$ cat src/rtl/timer_arbiter.sv
// timer_arbiter: round-robin owner selection for one shared rollover counter.
// Grants one requester at a time, loads the counter's rollover value, clears
// it, gates its enable (with a global hold) and pulses done on rollover.
module timer_arbiter #(
  parameter int NUM_REQ      = 4,
  parameter int NUM_CNT_BITS = 4
) (
  input  logic                            clk,
  input  logic                            rst,
  input  logic [NUM_REQ-1:0]              req,
  input  logic [NUM_REQ*NUM_CNT_BITS-1:0] period,
  input  logic                            hold,
  output logic [NUM_REQ-1:0]              grant,
  output logic [NUM_REQ-1:0]              done,
  output logic                            busy,
  output logic                            cnt_clear,
  output logic                            cnt_enable,
  output logic [NUM_CNT_BITS-1:0]         cnt_rollover_val,
  input  logic                            cnt_rollover_flag
);

  localparam int IDX_W = (NUM_REQ > 1) ? $clog2(NUM_REQ) : 1;

  typedef enum logic [1:0] {IDLE, LOAD, RUN, DONE} state_t;

  state_t                  state_reg, state_next;
  logic [IDX_W-1:0]        ptr_reg, ptr_next;
  logic [IDX_W-1:0]        idx_reg, idx_next;
  logic [NUM_CNT_BITS-1:0] per_reg, per_next;

  logic [IDX_W-1:0]        pick_idx;
  logic                    pick_valid;
  logic [IDX_W-1:0]        idx_succ;
  logic [NUM_CNT_BITS-1:0] period_slice [NUM_REQ];

  // Unpack the flat period bus and decode the one-hot grant/done vectors.
  generate
    for (genvar gi = 0; gi < NUM_REQ; gi++) begin : g_req
      assign period_slice[gi] = period[gi*NUM_CNT_BITS +: NUM_CNT_BITS];
      assign grant[gi] = (state_reg != IDLE) && (idx_reg == IDX_W'(gi));
      assign done[gi]  = (state_reg == DONE) && (idx_reg == IDX_W'(gi));
    end
  endgenerate

  // Counter controls come from registered state; only the enable also looks
  // at hold and the flag so the counter stops exactly on N without wrapping.
  assign busy             = (state_reg != IDLE);
  assign cnt_clear        = (state_reg == LOAD) || (state_reg == DONE);
  assign cnt_enable       = (state_reg == RUN) && !hold && !cnt_rollover_flag;
  assign cnt_rollover_val = per_reg;

  // Pointer for the next search starts just past the owner being released.
  assign idx_succ = (idx_reg == IDX_W'(NUM_REQ-1)) ? '0 : idx_reg + 1'b1;

  // Round-robin pick: first set req at or above ptr, wrapping around.
  // Scanning offsets downward lets the smallest offset win.
  always_comb begin
    int               c;
    logic [IDX_W-1:0] cand;
    pick_valid = 1'b0;
    pick_idx   = '0;
    for (int k = NUM_REQ-1; k >= 0; k--) begin
      c = int'(ptr_reg) + k;
      if (c >= NUM_REQ) begin
        c = c - NUM_REQ;
      end
      cand = IDX_W'(c);
      if (req[cand]) begin
        pick_valid = 1'b1;
        pick_idx   = cand;
      end
    end
  end

  // Next-state logic: arbitrate in IDLE, load, run until rollover, report.
  always_comb begin
    state_next = state_reg;
    ptr_next   = ptr_reg;
    idx_next   = idx_reg;
    per_next   = per_reg;
    case (state_reg)
      IDLE: begin
        if (pick_valid) begin
          idx_next   = pick_idx;
          per_next   = period_slice[pick_idx];
          state_next = LOAD;
        end
      end
      LOAD: begin
        // A zero-length interval skips the counter entirely.
        state_next = (per_reg == '0) ? DONE : RUN;
      end
      RUN: begin
        // Rollover wins over an abandon seen in the same cycle.
        if (cnt_rollover_flag) begin
          state_next = DONE;
        end else if (!req[idx_reg]) begin
          ptr_next   = idx_succ;
          state_next = IDLE;
        end
      end
      DONE: begin
        ptr_next   = idx_succ;
        state_next = IDLE;
      end
      default: state_next = IDLE;
    endcase
  end

  // State and arbitration registers with synchronous reset.
  always_ff @(posedge clk) begin
    if (rst) begin
      state_reg <= IDLE;
      ptr_reg   <= '0;
      idx_reg   <= '0;
      per_reg   <= '0;
    end else begin
      state_reg <= state_next;
      ptr_reg   <= ptr_next;
      idx_reg   <= idx_next;
      per_reg   <= per_next;
    end
  end

endmodule
$ cat config.mk
export PLATFORM = sky130hd
export DESIGN_NAME = timer_arbiter
export DESIGN_NICKNAME = d
export VERILOG_FILES = /design/src/rtl/timer_arbiter.sv
export SDC_FILE = /design/constraint.sdc
export NUM_CORES = 1
export LEC_CHECK = 0
export CORE_UTILIZATION = 38
export CTS_CLUSTER_DIAMETER = 40
export DETAILED_ROUTE_END_ITERATION = 6
export MAX_ROUTING_LAYER = met4
export PLACE_DENSITY = 0.79
export SKIP_LAST_GASP = 1
export SLEW_MARGIN = 20
export SYNTH_ARGS = -nofsm -noshare
export SYNTH_HDL_FRONTEND = slang
export SYNTH_SLANG_ARGS = --single-unit
$ cat constraint.sdc
create_clock -name clk -period 1.8 [get_ports clk]
set_input_delay 0.36 -clock clk [delete_from_list [all_inputs] [get_ports clk]]
set_output_delay 0.36 -clock clk [all_outputs]
set_load 0.1 [all_outputs]
==> impl_metrics.csv <==
group,metric,value,unit
clocking,cts.root.buffer_cell,"sky130_fd_sc_hd__clkbuf_4",
timing,final-hold-violation-count,0,
setup_path,worst_setup_path_end_kind,"primary output",
die,die_w,45.9,um
timing,hold_slack,0.499,ns
setup_path,critical_path.startpoint_type,"input pin",
die,rows,15,
detailed_routing,routed_wl,2260,um
timing,final_slew_violations,0,
setup_path,critPathRequiredTime,1.44,ns
setup_path,cp_max_fo,2,
detailed_routing,post_drt_via_cell_ratio,5.25,
timing,fin_crit,1.74,ns
synthesis,synth_top_cell_area_share,27.4,%
timing,timing.slew.headroom,80.5,%
clocking,clkSlewWorstSetupHoldPaths,0.08,ns
outcome,outcome,"finished, final reports clean",
grt,first_pass_grt_wire_length,3730,um
synthesis,post-synth-top-count-cell,"sky130_fd_sc_hd__mux2i_1",
detailed_routing,detailedRoute.firstIterationViolations,14,
synthesis,synth_ff_type,"sky130_fd_sc_hd__dfxtp_1",
placement,port_buffers,38,
synthesis,yosysUniqueCellTypes,27,
final_layout,fillers,111,
final_layout,layout-area-overhead-vs-synth,98.8,%
worst_hold_path,hp-class,"reg -> reg",
detailed_routing,drc,0,
power,leakage,0.639,nW
setup_path,worst-setup-path-type,"in -> out",
clocking,clock_sink_count,10,
placement,routability_congestion_estimate_from_global_placement,0.778,
synthesis,synth.yosys.warnings,0,
synthesis,synth_top_family_by_area,"simple AND/OR/NAND/NOR gates",
die,initial_utilization,41.5,%
synthesis,yosysTopAreaCell,"sky130_fd_sc_hd__dfxtp_1",
timing,finalSetupViolCount,0,
power,max-vdd-ir-drop,0.588,mV
final_layout,number_of_flip_flops_under_the_largest_register_name,4,
synthesis,synth.top_cells.by_count,"14 x sky130_fd_sc_hd__mux2i_1, 11 x sky130_fd_sc_hd__nor2_1, 10 x sky130_fd_sc_hd__dfxtp_1",
clocking,cts-root-to-sink-buffers,2,
timing,tightest_slew,0.293,ns
timing,final_period_utilization,96.6,%
synthesis,main_area_contributors_after_synthesis,"sky130_fd_sc_hd__dfxtp_1 27%, sky130_fd_sc_hd__mux2i_1 19%, sky130_fd_sc_hd__ha_1 6.8%, sky130_fd_sc_hd__nor2_1 5.6%, sky130_fd_sc_hd__o221ai_1 4.8%",
synthesis,synth_xor_xnor_area_share,0,%
clocking,cts_tree,"built",
synthesis,synth-compound-area-share,13.3,%
die,placeableCoreArea,1760,sq um
final_layout,post_route_cells_drive_above_1_share,33.6,%
grt,grt.overflow.total,0,
detailed_routing,routed-via-count,835,
grt,grt_use_total,25.2,%
grt,antenna_violations_before_repair,0,
detailed_routing,drt_pass_1_iters,4,
timing,rsz0062_at_grt,"false",
detailed_routing,final_antenna_net_count,0,
synthesis,syn_area,732,sq um
clocking,cts-buffers-inserted,3,
synthesis,netlist_instances,85,
synthesis,yosysSeqAreaShare,27.4,%
clocking,worst_skew_pair.late_latency,0.27,ns
timing,timing.setup.tns,0,ns
synthesis,yosys.area_share.simple,24.4,%
die,fp.dieArea,2110,sq um
clocking,postCtsHoldBufs,0,
synthesis,postSynth.asyncResetShare,0,%
placement,detailedPlacementHpwl,1710,um
timing,timing.clock.skew,0.00506,ns
power,powerDensity,827,nW/um^2
die,io_pins,39,
timing,max_freq,575,MHz
run,cap_viol_max_count,0,
synthesis,syn_area_per_cell,8.61,sq um
die,die_h,45.9,um
grt,vias_in_the_first_global_route,828,
final_layout,finalNetCount,163,
synthesis,syn_nets,113,
synthesis,post_synth_fa_ha_maj_area_fraction,6.84,%
detailed_routing,routedWlPerCell,14.2,um
setup_path,critPathArrivalTime,1.38,ns
synthesis,synth_mux_area_share,22.2,%
grt,maximum_number_of_pins_on_one_net_before_global_route_repair,10,
clocking,htree_num_levels,1,
final_layout,antenna_cells_inserted,0,
synthesis,synth_enable_flop_cells,0,
synthesis,yosys_register_bits,10,
worst paths after layout:
check,cells after the start,endpoint,slack [ns],from
hold / removal,2,ptr_reg[0]$_SDFFE_PP0P_,0.50,ptr_reg[0]$_SDFFE_PP0P_
setup reg to reg,6,cnt_rollover_val[3]$_SDFFE_PP0P_,0.11,ptr_reg[1]$_SDFFE_PP0P_
setup / recovery,3,cnt_enable,0.06,cnt_rollover_flag
hold reg to reg,2,ptr_reg[0]$_SDFFE_PP0P_,0.50,ptr_reg[0]$_SDFFE_PP0P_
cell families (layout without fill, tap and decap cells):
kind of cell             count (synthesis)  after routing
multiplexers                            15             15
adder cells (fa/ha/maj)                  4              4
flip-flops                              10             10
buffers and inverters                   10             59
AO/OA/AOI/OAI                           13             13
AND/OR/NAND/NOR                         33             33
metal layers:
layer,vias to the layer above,track usage [%],wire (um)
met4,0,6.47,8
met5,-,-,0
met3,2,5.16,95
met1,392,28.0,878
met2,39,45.1,1270
li1,402,-,-
repair_timing:
item | 4_1_cts | 5_1_grt
setup endpoints to repair | 1 | 11
resized for setup | 1 | 11
setup buffers | 0 | 0
pin swaps | 0 | 1
gates cloned | 0 | 1
cell type report:
cell class	instances	area [sq um]	area share (%)
tap	25	31.3	2.15
clock buffer	4	36.3	2.49
sequential	10	203	13.9
multi-input combinational	65	532	36.5
inverter	5	18.8	1.29
timing repair buffer	50	634	43.6
report_power, final:
group | internal, mW | switching [mW]
Clock | 0.123 | 0.0875
Combinational | 0.293 | 0.406
Sequential | 0.251 | 0.0440
per-stage QoR:
stage                     total power [mW]  util, %  instances  setup slack, ns  cell area, sq um
after CTS                             1.19     80.7        158          0.00431              1420
after global routing                  1.25     82.5        159           0.0149              1460
after detailed placement             0.981     78.4        154           -0.280              1380
final                                 1.20     82.5        159           0.0614              1460
after global placement               0.966     78.4        154           -0.191              1380
after floorplan                      0.692        -         85           -0.193               757
placed cells by master (no fill, tap or decap), types with 2 or more instances in the layout:
| master | count |
|---|---|
| sky130_fd_sc_hd__nor2_1 | 11 |
| sky130_fd_sc_hd__buf_4 | 11 |
| sky130_fd_sc_hd__nor2b_2 | 4 |
| sky130_fd_sc_hd__buf_12 | 15 |
| sky130_fd_sc_hd__a21oi_1 | 3 |
| sky130_fd_sc_hd__ha_1 | 4 |
| sky130_fd_sc_hd__inv_1 | 5 |
| sky130_fd_sc_hd__clkbuf_4 | 3 |
| sky130_fd_sc_hd__dfxtp_2 | 2 |
| sky130_fd_sc_hd__nand3b_1 | 4 |
| sky130_fd_sc_hd__and3_1 | 4 |
| sky130_fd_sc_hd__o221ai_1 | 4 |
| sky130_fd_sc_hd__dfxtp_1 | 8 |
| sky130_fd_sc_hd__mux2i_1 | 13 |
| sky130_fd_sc_hd__clkdlybuf4s50_1 | 19 |
| sky130_fd_sc_hd__nand2_1 | 3 |
| sky130_fd_sc_hd__dlymetal6s2s_1 | 4 |
worst max-delay path, stage by stage:
cell and delay, ns:
sky130_fd_sc_hd__clkdlybuf4s50_1 0.46, sky130_fd_sc_hd__nor4b_4 0.34, sky130_fd_sc_hd__buf_12 0.22
No activity file was read; power rests on OpenSTA's default activity.
